`config.mk`:
```
export PLATFORM = sky130hd
export DESIGN_NAME = branch_predictor_flat
export DESIGN_NICKNAME = d
export VERILOG_FILES = /design/src/rtl/branch_predictor_pkg.sv /design/src/rtl/branch_predictor_if.sv /design/src/rtl/branch_predictor_sat_ctr.sv /design/src/rtl/branch_predictor.sv /design/src/flat_wrapper.sv
export SDC_FILE = /design/constraint.sdc
export NUM_CORES = 1
export LEC_CHECK = 0
export CORE_UTILIZATION = 55
export CTS_BUF_LIST = sky130_fd_sc_hd__clkbuf_8 sky130_fd_sc_hd__clkbuf_16
export CTS_CLUSTER_DIAMETER = 40
export DETAILED_ROUTE_END_ITERATION = 16
export PLACE_DENSITY_LB_ADDON = 0.25
export SKIP_LAST_GASP = 1
export SYNTH_ARGS = -nofsm -noshare
export SYNTH_HDL_FRONTEND = slang
export SYNTH_SLANG_ARGS = --single-unit
```
`constraint.sdc`:
```
create_clock -name clk -period 5.2 [get_ports clk]
set_input_delay 0.52 -clock clk [delete_from_list [all_inputs] [get_ports clk]]
set_output_delay 0.52 -clock clk [all_outputs]
set_load 0.005 [all_outputs]
```
`src/rtl/branch_predictor_pkg.sv`:
```
// Shared types and constants for the branch predictor (BTB + 2-bit direction counters).
package bp_pkg;

  // Controller states: S_CLEAR sweeps the table invalid, S_RUN serves lookups/updates.
  typedef enum logic {
    S_CLEAR = 1'b0,
    S_RUN   = 1'b1
  } bp_state_e;

  // Direction counter encodings for the 2-bit case.
  localparam logic [1:0] CTR_SNT = 2'd0;  // strongly not-taken
  localparam logic [1:0] CTR_WNT = 2'd1;  // weakly not-taken
  localparam logic [1:0] CTR_WT  = 2'd2;  // weakly taken
  localparam logic [1:0] CTR_ST  = 2'd3;  // strongly taken

endpackage

```
`src/rtl/branch_predictor_if.sv`:
```
// Lookup and training bundle between the pipeline (master) and the predictor (slave).
// Handshake: lk_pc is presented every cycle and lk_* answer combinationally in the same cycle.
// upd_valid qualifies upd_* for exactly the cycle it is high; there is no ready, and the
// predictor silently drops an update while it is sweeping or when flush_all is raised.
interface branch_predictor_if #(
  parameter int XLEN = 32
);
  logic [XLEN-1:0] lk_pc;
  logic            lk_hit;
  logic            lk_taken;
  logic [XLEN-1:0] lk_target;
  logic            upd_valid;
  logic [XLEN-1:0] upd_pc;
  logic            upd_taken;
  logic [XLEN-1:0] upd_target;
  logic            upd_mispredict;

  modport master (
    output lk_pc,
    input  lk_hit, lk_taken, lk_target,
    output upd_valid, upd_pc, upd_taken, upd_target, upd_mispredict
  );

  modport slave (
    input  lk_pc,
    output lk_hit, lk_taken, lk_target,
    input  upd_valid, upd_pc, upd_taken, upd_target, upd_mispredict
  );
endinterface

```
`src/rtl/branch_predictor_sat_ctr.sv`:
```
// Saturating up/down counter next-state logic used to train a direction counter.
module bp_sat_ctr #(
  parameter int CTR_W = 2
) (
  input  logic [CTR_W-1:0] ctr_cur,
  input  logic             inc,
  input  logic             dec,
  output logic [CTR_W-1:0] ctr_next
);
  localparam logic [CTR_W-1:0] CTR_MAX = '1;

  // Step toward the requested direction, holding at either rail.
  always_comb begin
    ctr_next = ctr_cur;
    if (inc && (ctr_cur != CTR_MAX)) begin
      ctr_next = ctr_cur + CTR_W'(1);
    end else if (dec && (ctr_cur != '0)) begin
      ctr_next = ctr_cur - CTR_W'(1);
    end
  end
endmodule

```
`src/rtl/branch_predictor.sv`:
```
// Branch target buffer with saturating direction counters, looked up combinationally
// with the fetch PC and trained from the resolve stage.
// Optional statistics counters are built when BRANCH_PREDICTOR_STATS_EN is defined;
// otherwise stat_* read as zero.
module branch_predictor
  import bp_pkg::*;
#(
  parameter int XLEN  = 32,
  parameter int DEPTH = 16,
  parameter int TAG_W = 8,
  parameter int CTR_W = 2
) (
  input  logic                 clk,
  input  logic                 rst_n,
  branch_predictor_if.slave    bp,
  input  logic                 flush_all,
  output logic                 busy,
  output logic [31:0]          stat_updates,
  output logic [31:0]          stat_mispredicts,
  output bp_state_e            dbg_state
);
  localparam int IDX_W = $clog2(DEPTH);
  localparam logic [IDX_W-1:0] PTR_LAST  = IDX_W'(DEPTH - 1);
  localparam logic [CTR_W-1:0] CTR_ALLOC = {1'b1, {(CTR_W-1){1'b0}}};

  // Table storage
  logic             valid_q  [DEPTH];
  logic [TAG_W-1:0] tag_q    [DEPTH];
  logic [XLEN-1:0]  target_q [DEPTH];
  logic [CTR_W-1:0] ctr_q    [DEPTH];

  bp_state_e        state_q, state_d;
  logic [IDX_W-1:0] ptr_q, ptr_d;
  logic             clr_en;
  logic             upd_en;

  logic [IDX_W-1:0] lk_idx, upd_idx;
  logic [TAG_W-1:0] lk_tag, upd_tag;
  logic             lk_match, upd_hit;
  logic [CTR_W-1:0] ctr_next;

  // Address bits outside index/tag (and the byte offset) are intentionally ignored.
  logic unused_pc_bits;
  assign unused_pc_bits = ^{bp.lk_pc, bp.upd_pc, bp.upd_mispredict};

  assign lk_idx  = bp.lk_pc[IDX_W+1:2];
  assign lk_tag  = bp.lk_pc[IDX_W+2 +: TAG_W];
  assign upd_idx = bp.upd_pc[IDX_W+1:2];
  assign upd_tag = bp.upd_pc[IDX_W+2 +: TAG_W];

  // Lookup: zero-latency read of the entry selected by the fetch PC; blanked while sweeping.
  always_comb begin
    lk_match     = (state_q == S_RUN) && valid_q[lk_idx] && (tag_q[lk_idx] == lk_tag);
    bp.lk_hit    = lk_match;
    bp.lk_taken  = lk_match && ctr_q[lk_idx][CTR_W-1];
    bp.lk_target = lk_match ? target_q[lk_idx] : '0;
  end

  assign upd_hit = valid_q[upd_idx] && (tag_q[upd_idx] == upd_tag);

  bp_sat_ctr #(.CTR_W(CTR_W)) u_sat_ctr (
    .ctr_cur  (ctr_q[upd_idx]),
    .inc      (bp.upd_taken),
    .dec      (!bp.upd_taken),
    .ctr_next (ctr_next)
  );

  // Controller next-state: sweep pointer walk, flush restart, update acceptance.
  always_comb begin
    state_d = state_q;
    ptr_d   = ptr_q;
    clr_en  = 1'b0;
    upd_en  = 1'b0;
    case (state_q)
      S_CLEAR: begin
        clr_en = 1'b1;
        if (flush_all) begin
          ptr_d = '0;
        end else begin
          ptr_d = ptr_q + IDX_W'(1);
          if (ptr_q == PTR_LAST) state_d = S_RUN;
        end
      end
      S_RUN: begin
        if (flush_all) begin
          state_d = S_CLEAR;
          ptr_d   = '0;
        end else begin
          upd_en = bp.upd_valid;
        end
      end
      default: state_d = S_CLEAR;
    endcase
  end

  // Controller state register; reset restarts the sweep from entry 0.
  always_ff @(posedge clk) begin
    if (!rst_n) begin
      state_q <= S_CLEAR;
      ptr_q   <= '0;
    end else begin
      state_q <= state_d;
      ptr_q   <= ptr_d;
    end
  end

  // Table write: sweep invalidation, or training from an accepted update.
  always_ff @(posedge clk) begin
    if (rst_n) begin
      if (clr_en) begin
        valid_q[ptr_q] <= 1'b0;
      end else if (upd_en) begin
        if (upd_hit) begin
          ctr_q[upd_idx] <= ctr_next;
          if (bp.upd_taken) target_q[upd_idx] <= bp.upd_target;
        end else if (bp.upd_taken) begin
          valid_q[upd_idx]  <= 1'b1;
          tag_q[upd_idx]    <= upd_tag;
          target_q[upd_idx] <= bp.upd_target;
          ctr_q[upd_idx]    <= CTR_ALLOC;
        end
      end
    end
  end

  assign busy      = (state_q == S_CLEAR);
  assign dbg_state = state_q;

`ifdef BRANCH_PREDICTOR_STATS_EN
  logic [31:0] upd_cnt_q, mis_cnt_q;

  // Saturating counts of accepted updates; only reset clears them, flush does not.
  always_ff @(posedge clk) begin
    if (!rst_n) begin
      upd_cnt_q <= '0;
      mis_cnt_q <= '0;
    end else if (upd_en) begin
      if (upd_cnt_q != 32'hFFFF_FFFF) upd_cnt_q <= upd_cnt_q + 32'd1;
      if (bp.upd_mispredict && (mis_cnt_q != 32'hFFFF_FFFF)) mis_cnt_q <= mis_cnt_q + 32'd1;
    end
  end

  assign stat_updates     = upd_cnt_q;
  assign stat_mispredicts = mis_cnt_q;
`else
  assign stat_updates     = '0;
  assign stat_mispredicts = '0;
`endif

endmodule

```
`src/flat_wrapper.sv`:
```
// flat-port wrapper written by rule: the top's interface ports become plain ports
module branch_predictor_flat import bp_pkg::*;
#(
  parameter int XLEN  = 32,
  parameter int DEPTH = 16,
  parameter int TAG_W = 8,
  parameter int CTR_W = 2
)
  (clk, rst_n, flush_all, busy, stat_updates, stat_mispredicts, dbg_state, bp_lk_pc, bp_lk_hit, bp_lk_taken, bp_lk_target, bp_upd_valid, bp_upd_pc, bp_upd_taken, bp_upd_target, bp_upd_mispredict);
  branch_predictor_if #(.XLEN(XLEN)) bp_i ();
  input  logic clk;
  input  logic rst_n;
  input  logic flush_all;
  output logic busy;
  output logic [31:0] stat_updates;
  output logic [31:0] stat_mispredicts;
  output bp_state_e dbg_state;
  input wire logic [$bits(bp_i.lk_pc)-1:0] bp_lk_pc;
  output wire logic [$bits(bp_i.lk_hit)-1:0] bp_lk_hit;
  output wire logic [$bits(bp_i.lk_taken)-1:0] bp_lk_taken;
  output wire logic [$bits(bp_i.lk_target)-1:0] bp_lk_target;
  input wire logic [$bits(bp_i.upd_valid)-1:0] bp_upd_valid;
  input wire logic [$bits(bp_i.upd_pc)-1:0] bp_upd_pc;
  input wire logic [$bits(bp_i.upd_taken)-1:0] bp_upd_taken;
  input wire logic [$bits(bp_i.upd_target)-1:0] bp_upd_target;
  input wire logic [$bits(bp_i.upd_mispredict)-1:0] bp_upd_mispredict;
  assign bp_i.lk_pc = bp_lk_pc;
  assign bp_lk_hit = bp_i.lk_hit;
  assign bp_lk_taken = bp_i.lk_taken;
  assign bp_lk_target = bp_i.lk_target;
  assign bp_i.upd_valid = bp_upd_valid;
  assign bp_i.upd_pc = bp_upd_pc;
  assign bp_i.upd_taken = bp_upd_taken;
  assign bp_i.upd_target = bp_upd_target;
  assign bp_i.upd_mispredict = bp_upd_mispredict;
  branch_predictor #(.XLEN(XLEN), .DEPTH(DEPTH), .TAG_W(TAG_W), .CTR_W(CTR_W)) u_core (.clk(clk), .rst_n(rst_n), .bp(bp_i), .flush_all(flush_all), .busy(busy), .stat_updates(stat_updates), .stat_mispredicts(stat_mispredicts), .dbg_state(dbg_state));
endmodule
```
Word-level counts from Yosys, hierarchy flattened
Memory sizes are Yosys's and may differ from the RTL's.
Index checks and enable logic that the tools add are counted.
{ "totals": {"regBits": 5, "ramBits": 688, "inputBits": 102, "out_inout_bits": 100, "word_cells": 62, "n_memories": 4} }
{ "memory_table": {"columns": ["memory", "depth", "width", "rd", "rd_clocked_by_memory_dff", "write_ports", "line_no", "source"], "rows": [
  ["u_core.target_q", 16, 32, 1, 0, 1, "branch_predictor.sv:29", "logic [XLEN-1:0] target_q [DEPTH];"],
  ["u_core.tag_q", 16, 8, 2, 0, 1, "branch_predictor.sv:28", "logic [TAG_W-1:0] tag_q [DEPTH];"],
  ["u_core.ctr_q", 16, 2, 2, 0, 1, "branch_predictor.sv:30", "logic [CTR_W-1:0] ctr_q [DEPTH];"],
  ["u_core.valid_q", 16, 1, 2, 0, 1, "branch_predictor.sv:27", "logic valid_q [DEPTH];"]
]} }
{ "op_classes": {"add_sub_neg": 3, "n_eq_ne": 5, "n_mux": 36, "bitwise": 3, "reduce_logical": 9} }
{ "op_table": {"columns": ["op", "n"], "rows": [
  ["32-bit two-way mux", 2],
  ["1-bit two-way mux", 26],
  ["8-bit equality test", 2],
  ["4-bit two-way mux", 3],
  ["4-bit one-hot mux with 2 select lines", 1],
  ["1-bit logical AND", 6],
  ["2-bit two-way mux", 3],
  ["4-bit by 1-bit adder with 4-bit output (second input constant)", 1],
  ["4-bit equality test (second input constant)", 1],
  ["2-bit != test (second input constant)", 2],
  ["2-bit by 1-bit adder with 2-bit output (second input constant)", 1],
  ["1-bit bitwise OR", 2],
  ["1-bit one-hot mux with 2 select lines", 1],
  ["2-bit nonzero test", 1],
  ["2-bit by 1-bit subtractor with 2-bit output (second input constant)", 1],
  ["1-bit zero test", 1],
  ["1-bit inverter", 1],
  ["1-bit OR reduction", 1]
]} }

Longest topological paths before layout
An unclocked memory read counts as a cell.
{ "depth": {"word_depth": 10, "ltp_mapped": 12, "ltp_nobuf": 9} }

Modules after synthesis
From an unflattened synthesis, not the netlist that was laid out.
{ "unflattened": {"cells_unflattened": 1379, "area_unflattened_um2": 29025.3} }
{ "by_module_without_submodules": {"columns": ["module", "n_inst", "cells_per_inst", "area_per_inst_um2", "seq_area_each_um2"], "rows": [
  ["branch_predictor", 1, 1368, 28932.7, 20759.9],
  ["bp_sat_ctr", 1, 11, 92.6, 0.0]
]} }

Least setup slack after synthesis
No wires, ideal clock.
{ "synth_timing": {"path_type": "input -> register", "startpoint": "input bp_upd_pc[3]", "endpoint": "memory u_core.target_q[3][0], enable pin", "arrival_ps": 3217, "slack_ps": 1562, "stages": 7, "n_path_buf": 5, "cell_sequence": "buf_2 buf_2 buf_1 clkbuf_1 nand2_1 clkbuf_1 nor2_1"} }
{ "synth_between": {"elab_chain_cells": 9, "word_cells_on_any_way": 15, "classes_between": "eq/ne (1); mux (10); bitwise (1); reduce/logical (1); memory (2)"} }
{ "synth_lines": {"columns": ["item", "line_no", "source"], "rows": [
  ["start, declared", "flat_wrapper.sv:23", "input wire logic [$bits(bp_i.upd_pc)-1:0] bp_upd_pc;"],
  ["memory read 16 x 8 bit", null, null],
  ["8-bit equality test", "branch_predictor.sv:59", "assign upd_hit = valid_q[upd_idx] && (tag_q[upd_idx] == upd_tag);"],
  ["1-bit logical AND", "branch_predictor.sv:59", null],
  ["1-bit two-way mux", "branch_predictor.sv:113", "if (upd_hit) begin"],
  ["1-bit two-way mux", "branch_predictor.sv:112", "end else if (upd_en) begin"],
  ["1-bit two-way mux", "branch_predictor.sv:110", "if (clr_en) begin"],
  ["1-bit two-way mux", "branch_predictor.sv:109", "if (rst_n) begin"],
  ["1-bit two-way mux, on equally long branches", "branch_predictor.sv:115, branch_predictor.sv:119", null],
  ["1-bit bitwise OR (no line)", null, null],
  ["end, declared", "branch_predictor.sv:29", null]
]} }
Parallel ways exist; a longest one is shown, timed or not.

==> results.md <==
- # H-tree levels: 3
- Cts hold-fix bufs: 0
- Shortest period the worst path allows: 4571 ps
- Hold Violations, Final: 0
- EDFF count, synth: 688
- Vias in the first global route: 14620
- Core box area: 51610 um^2
- Port buffer count: 96
- Final number of setup-violating endpoints: 0
- Worst path slowest cell: clkdlybuf4s50_1
- Die X: 231.4 um
- Ys async rst share: 0%
- CP Launch Point: u_core.tag_q[14][2]
- Crit end category: output pin
- Critical path's top delay family: multiplexers
- Global Route Usage Sum: 24.49%
- Max-slew headroom at the worst pin: 13.19%
- Vias/cell: 6.249
- Initial Util: 56.08%
- Pre-antenna DRT Iters: 6
- Clock transition at the registers of the reported paths: 50 ps
- Worst VDD drop: 258.5 uV
- Slew @ Worst Pin: 1297 ps
- CTS Buf Count: 88
- Nets: 1606
- Clk_lat worst skew: 640 ps
- Adder-cell share of the synthesized area: 0.1297%
- HP Start: u_core.ptr_q[3]
- Clk sinks: 693
- Final HPWL DP: 33720 um
- Compound-Gate Fraction of Synth Area: 1.245%
- RePlAce Congestion: 0.8420
- Final Core Density: 64.97%
- Fmax: 218.8 MHz
- Post-CTS Resized: 0
- Final Max Slew Viols: 0
- Leakage: 10.83 nW
- Count of different cell masters after synthesis: 44
- 1st-iter DRT viols: 1714
- Mapped Area: 28950 um^2
- Post-CTS setup buffers: 0
- Crit path DAT: 4050 ps
- Root buf cell: clkbuf_16
- Worst Path Max Fanout: 34
- Reg-to-Reg Start: u_core.tag_q[2][6]
- Routed len/inst: 27.99 um
- Area delta synth->final: 15.85%
- Die area: 53550 um^2
- CP Cell Sequence: mux4_2 > mux4_2 > xnor2_1 > nand4_1 > nor3_1 > nand4_1 > buf_12 > nor2b_1 > clkdlybuf4s50_1
- Final WL: 63170 um
- Clock skew: 37.02 ps
- Initial antenna violation count: 5
- CTS tree: done
- RSZ-0062 raised after global routing: false
- Setup TNS: 0 ps
- Post-synthesis mux area share: 20.31%
- Synth Area in Simple Gates: 2.693%
- Total gr overflow: 0
- XOR/XNOR Fraction of Synth Area: 0.6354%
- Synth Flop Type: edfxtp_1
- Critical path launch point type: register
- First-pass GRT wire length: 93540 um
- Row count: 83
- Critical path type: register to output pin
- Final period util: 87.91%
- Min-delay worst type: register to register
- Main combinational cell family by area after synthesis: multiplexers
- Largest net degree at the start of global routing: 88
- Share of post-route cells with drive strength above 1: 30.52%
- Power density over cell area: 381.7 nW/um^2
- Max Root-Sink Buffers: 3
- Max_cap viols: 0
- Cell count after synthesis: 1350
- DR vias: 14100
- WHS: 566.0 ps
- Outcome: completed
- Yosys reg bits: 693
- Boundary Pins: 202
- Die height: 231.4 um
- Register area share after synthesis: 71.72%
- DRC: 0
- Warning count from the yosys run: 0
- Worst Path Required: 4680 ps
- Antenna viol nets, final: 0
- Total Power: 12.80 mW
- Crit path largest cell delay: 570 ps
- Avg Cell Area, Syn: 21.44 um^2
- WP buf/inv: 2
==> synthesized netlist by cell type, types with 2 or more instances <==
cell type | instances | area share (%)
a211oi_1 | 2 | 0.052
a21oi_1 | 3 | 0.052
a221oi_1 | 3 | 0.091
a22o_1 | 4 | 0.12
and2_1 | 2 | 0.043
and3_1 | 2 | 0.043
buf_1 | 8 | 0.10
buf_2 | 21 | 0.36
buf_4 | 66 | 1.7
buf_6 | 9 | 0.35
clkbuf_1 | 38 | 0.49
dfxtp_1 | 5 | 0.35
edfxtp_1 | 688 | 71
ha_1 | 3 | 0.13
inv_1 | 18 | 0.23
mux2_2 | 4 | 0.16
mux2i_1 | 9 | 0.31
mux4_2 | 255 | 20
nand2_1 | 33 | 0.43
nand2b_1 | 3 | 0.065
nand3_1 | 15 | 0.26
nand4_1 | 5 | 0.11
nand4b_1 | 3 | 0.091
nor2_1 | 36 | 0.47
nor2b_1 | 41 | 0.89
nor3_1 | 6 | 0.10
nor3b_1 | 2 | 0.052
o2111a_1 | 2 | 0.078
o21a_1 | 9 | 0.23
o21ai_0 | 8 | 0.14
o21ai_1 | 13 | 0.22
o31ai_1 | 3 | 0.078
xnor2_1 | 11 | 0.33
xor2_1 | 10 | 0.30
==> worst min-delay path, delay by kind of cell, from the launching register on <==
| family | cells | cell delay, ps |
|---|---|---|
| AO/OA/AOI/OAI | 1 | 70 |
| flip-flops | 1 | 360 |
| AND/OR/NAND/NOR | 1 | 90 |
==> worst paths after layout <==
path                        end  slack [ps]  cells after the start
max             bp_lk_target[0]         630                      9
min reg2reg    u_core.dbg_state         570                      2
max reg2reg  u_core.tag_q[3][2]        1590                      9
min            u_core.dbg_state         570                      2
==> where the power goes <==
part           leakage, nW  switching [mW]  internal [mW]  total, mW
logic                 3.11           0.307          0.274      0.580
registers             6.26         0.00225           6.15       6.16
clock network         1.47            2.46           3.60       6.06
==> flip-flops by register name (all words and copies together), names as in the netlist <==
signal            cells
u_core.dbg_state      1
u_core.ptr_q          4
u_core.target_q     512
u_core.tag_q        128
u_core.valid_q       16
u_core.ctr_q         32
==> per-stage QoR <==
stage / area, um^2 / instances / worst slack, ps
after global routing: 33530 / 2257 / 411.2
final: 33530 / 2257 / 628.9
after detailed placement: 30530 / 2091 / 550.0
after global placement: 30530 / 2091 / 601.4
after CTS: 33530 / 2256 / 612.1
after floorplan: 29180 / 1413 / 1562
==> cells in the final DEF (no fill, tap or decap), types with 3 or more instances in the layout <==
| master | count |
|---|---|
| clkinvlp_4 | 12 |
| a21oi_1 | 3 |
| o21a_1 | 9 |
| buf_12 | 5 |
| nand2b_1 | 3 |
| conb_1 | 64 |
| o21ai_1 | 13 |
| clkinv_1 | 7 |
| clkdlybuf4s50_1 | 90 |
| inv_1 | 12 |
| bufinv_16 | 8 |
| clkbuf_16 | 89 |
| nand3_1 | 15 |
| inv_2 | 13 |
| buf_4 | 41 |
| edfxtp_1 | 688 |
| o21ai_0 | 8 |
| nand4_1 | 5 |
| xnor2_1 | 11 |
| xor2_1 | 10 |
| nor2_4 | 3 |
| clkinv_4 | 11 |
| a221oi_1 | 3 |
| mux4_2 | 255 |
| mux2i_1 | 9 |
| nor2b_1 | 41 |
| o31ai_1 | 3 |
| dfxtp_1 | 5 |
| inv_6 | 12 |
| nor3_1 | 6 |
| nor2_1 | 33 |
| a22o_1 | 4 |
| mux2_2 | 4 |
| nand4b_1 | 3 |
| clkinv_2 | 13 |
| ha_1 | 3 |
| nand2_1 | 33 |
==> cells by family after synthesis <==
group / count (synthesis)
multiplexers: 268
buffers and inverters: 160
XOR/XNOR: 21
adder cells (fa/ha/maj): 3
AND/OR/NAND/NOR: 153
flip-flops: 693
AO/OA/AOI/OAI: 51
other: 1
==> cell type report <==
type	instances	area (um^2)
diodes	1	2.502
clock buffers	89	2227
clock inverters	76	777.0
fillers	3319	18080
inverters	18	67.56
multi-input cells	560	7502
flip-flops and latches	693	20760
well taps	680	850.8
repair buffers	140	1345
==> metal layers <==
layer | vias to the layer above | routed length, um | track usage, %
li1 | 5844 | - | -
met1 | 7458 | 25180 | 35.02
met2 | 667 | 31440 | 38.90
met3 | 128 | 4858 | 3.912
met4 | 6 | 1646 | 8.402
met5 | - | 34 | 0
Note: power is estimated with default switching activity, not from simulation.
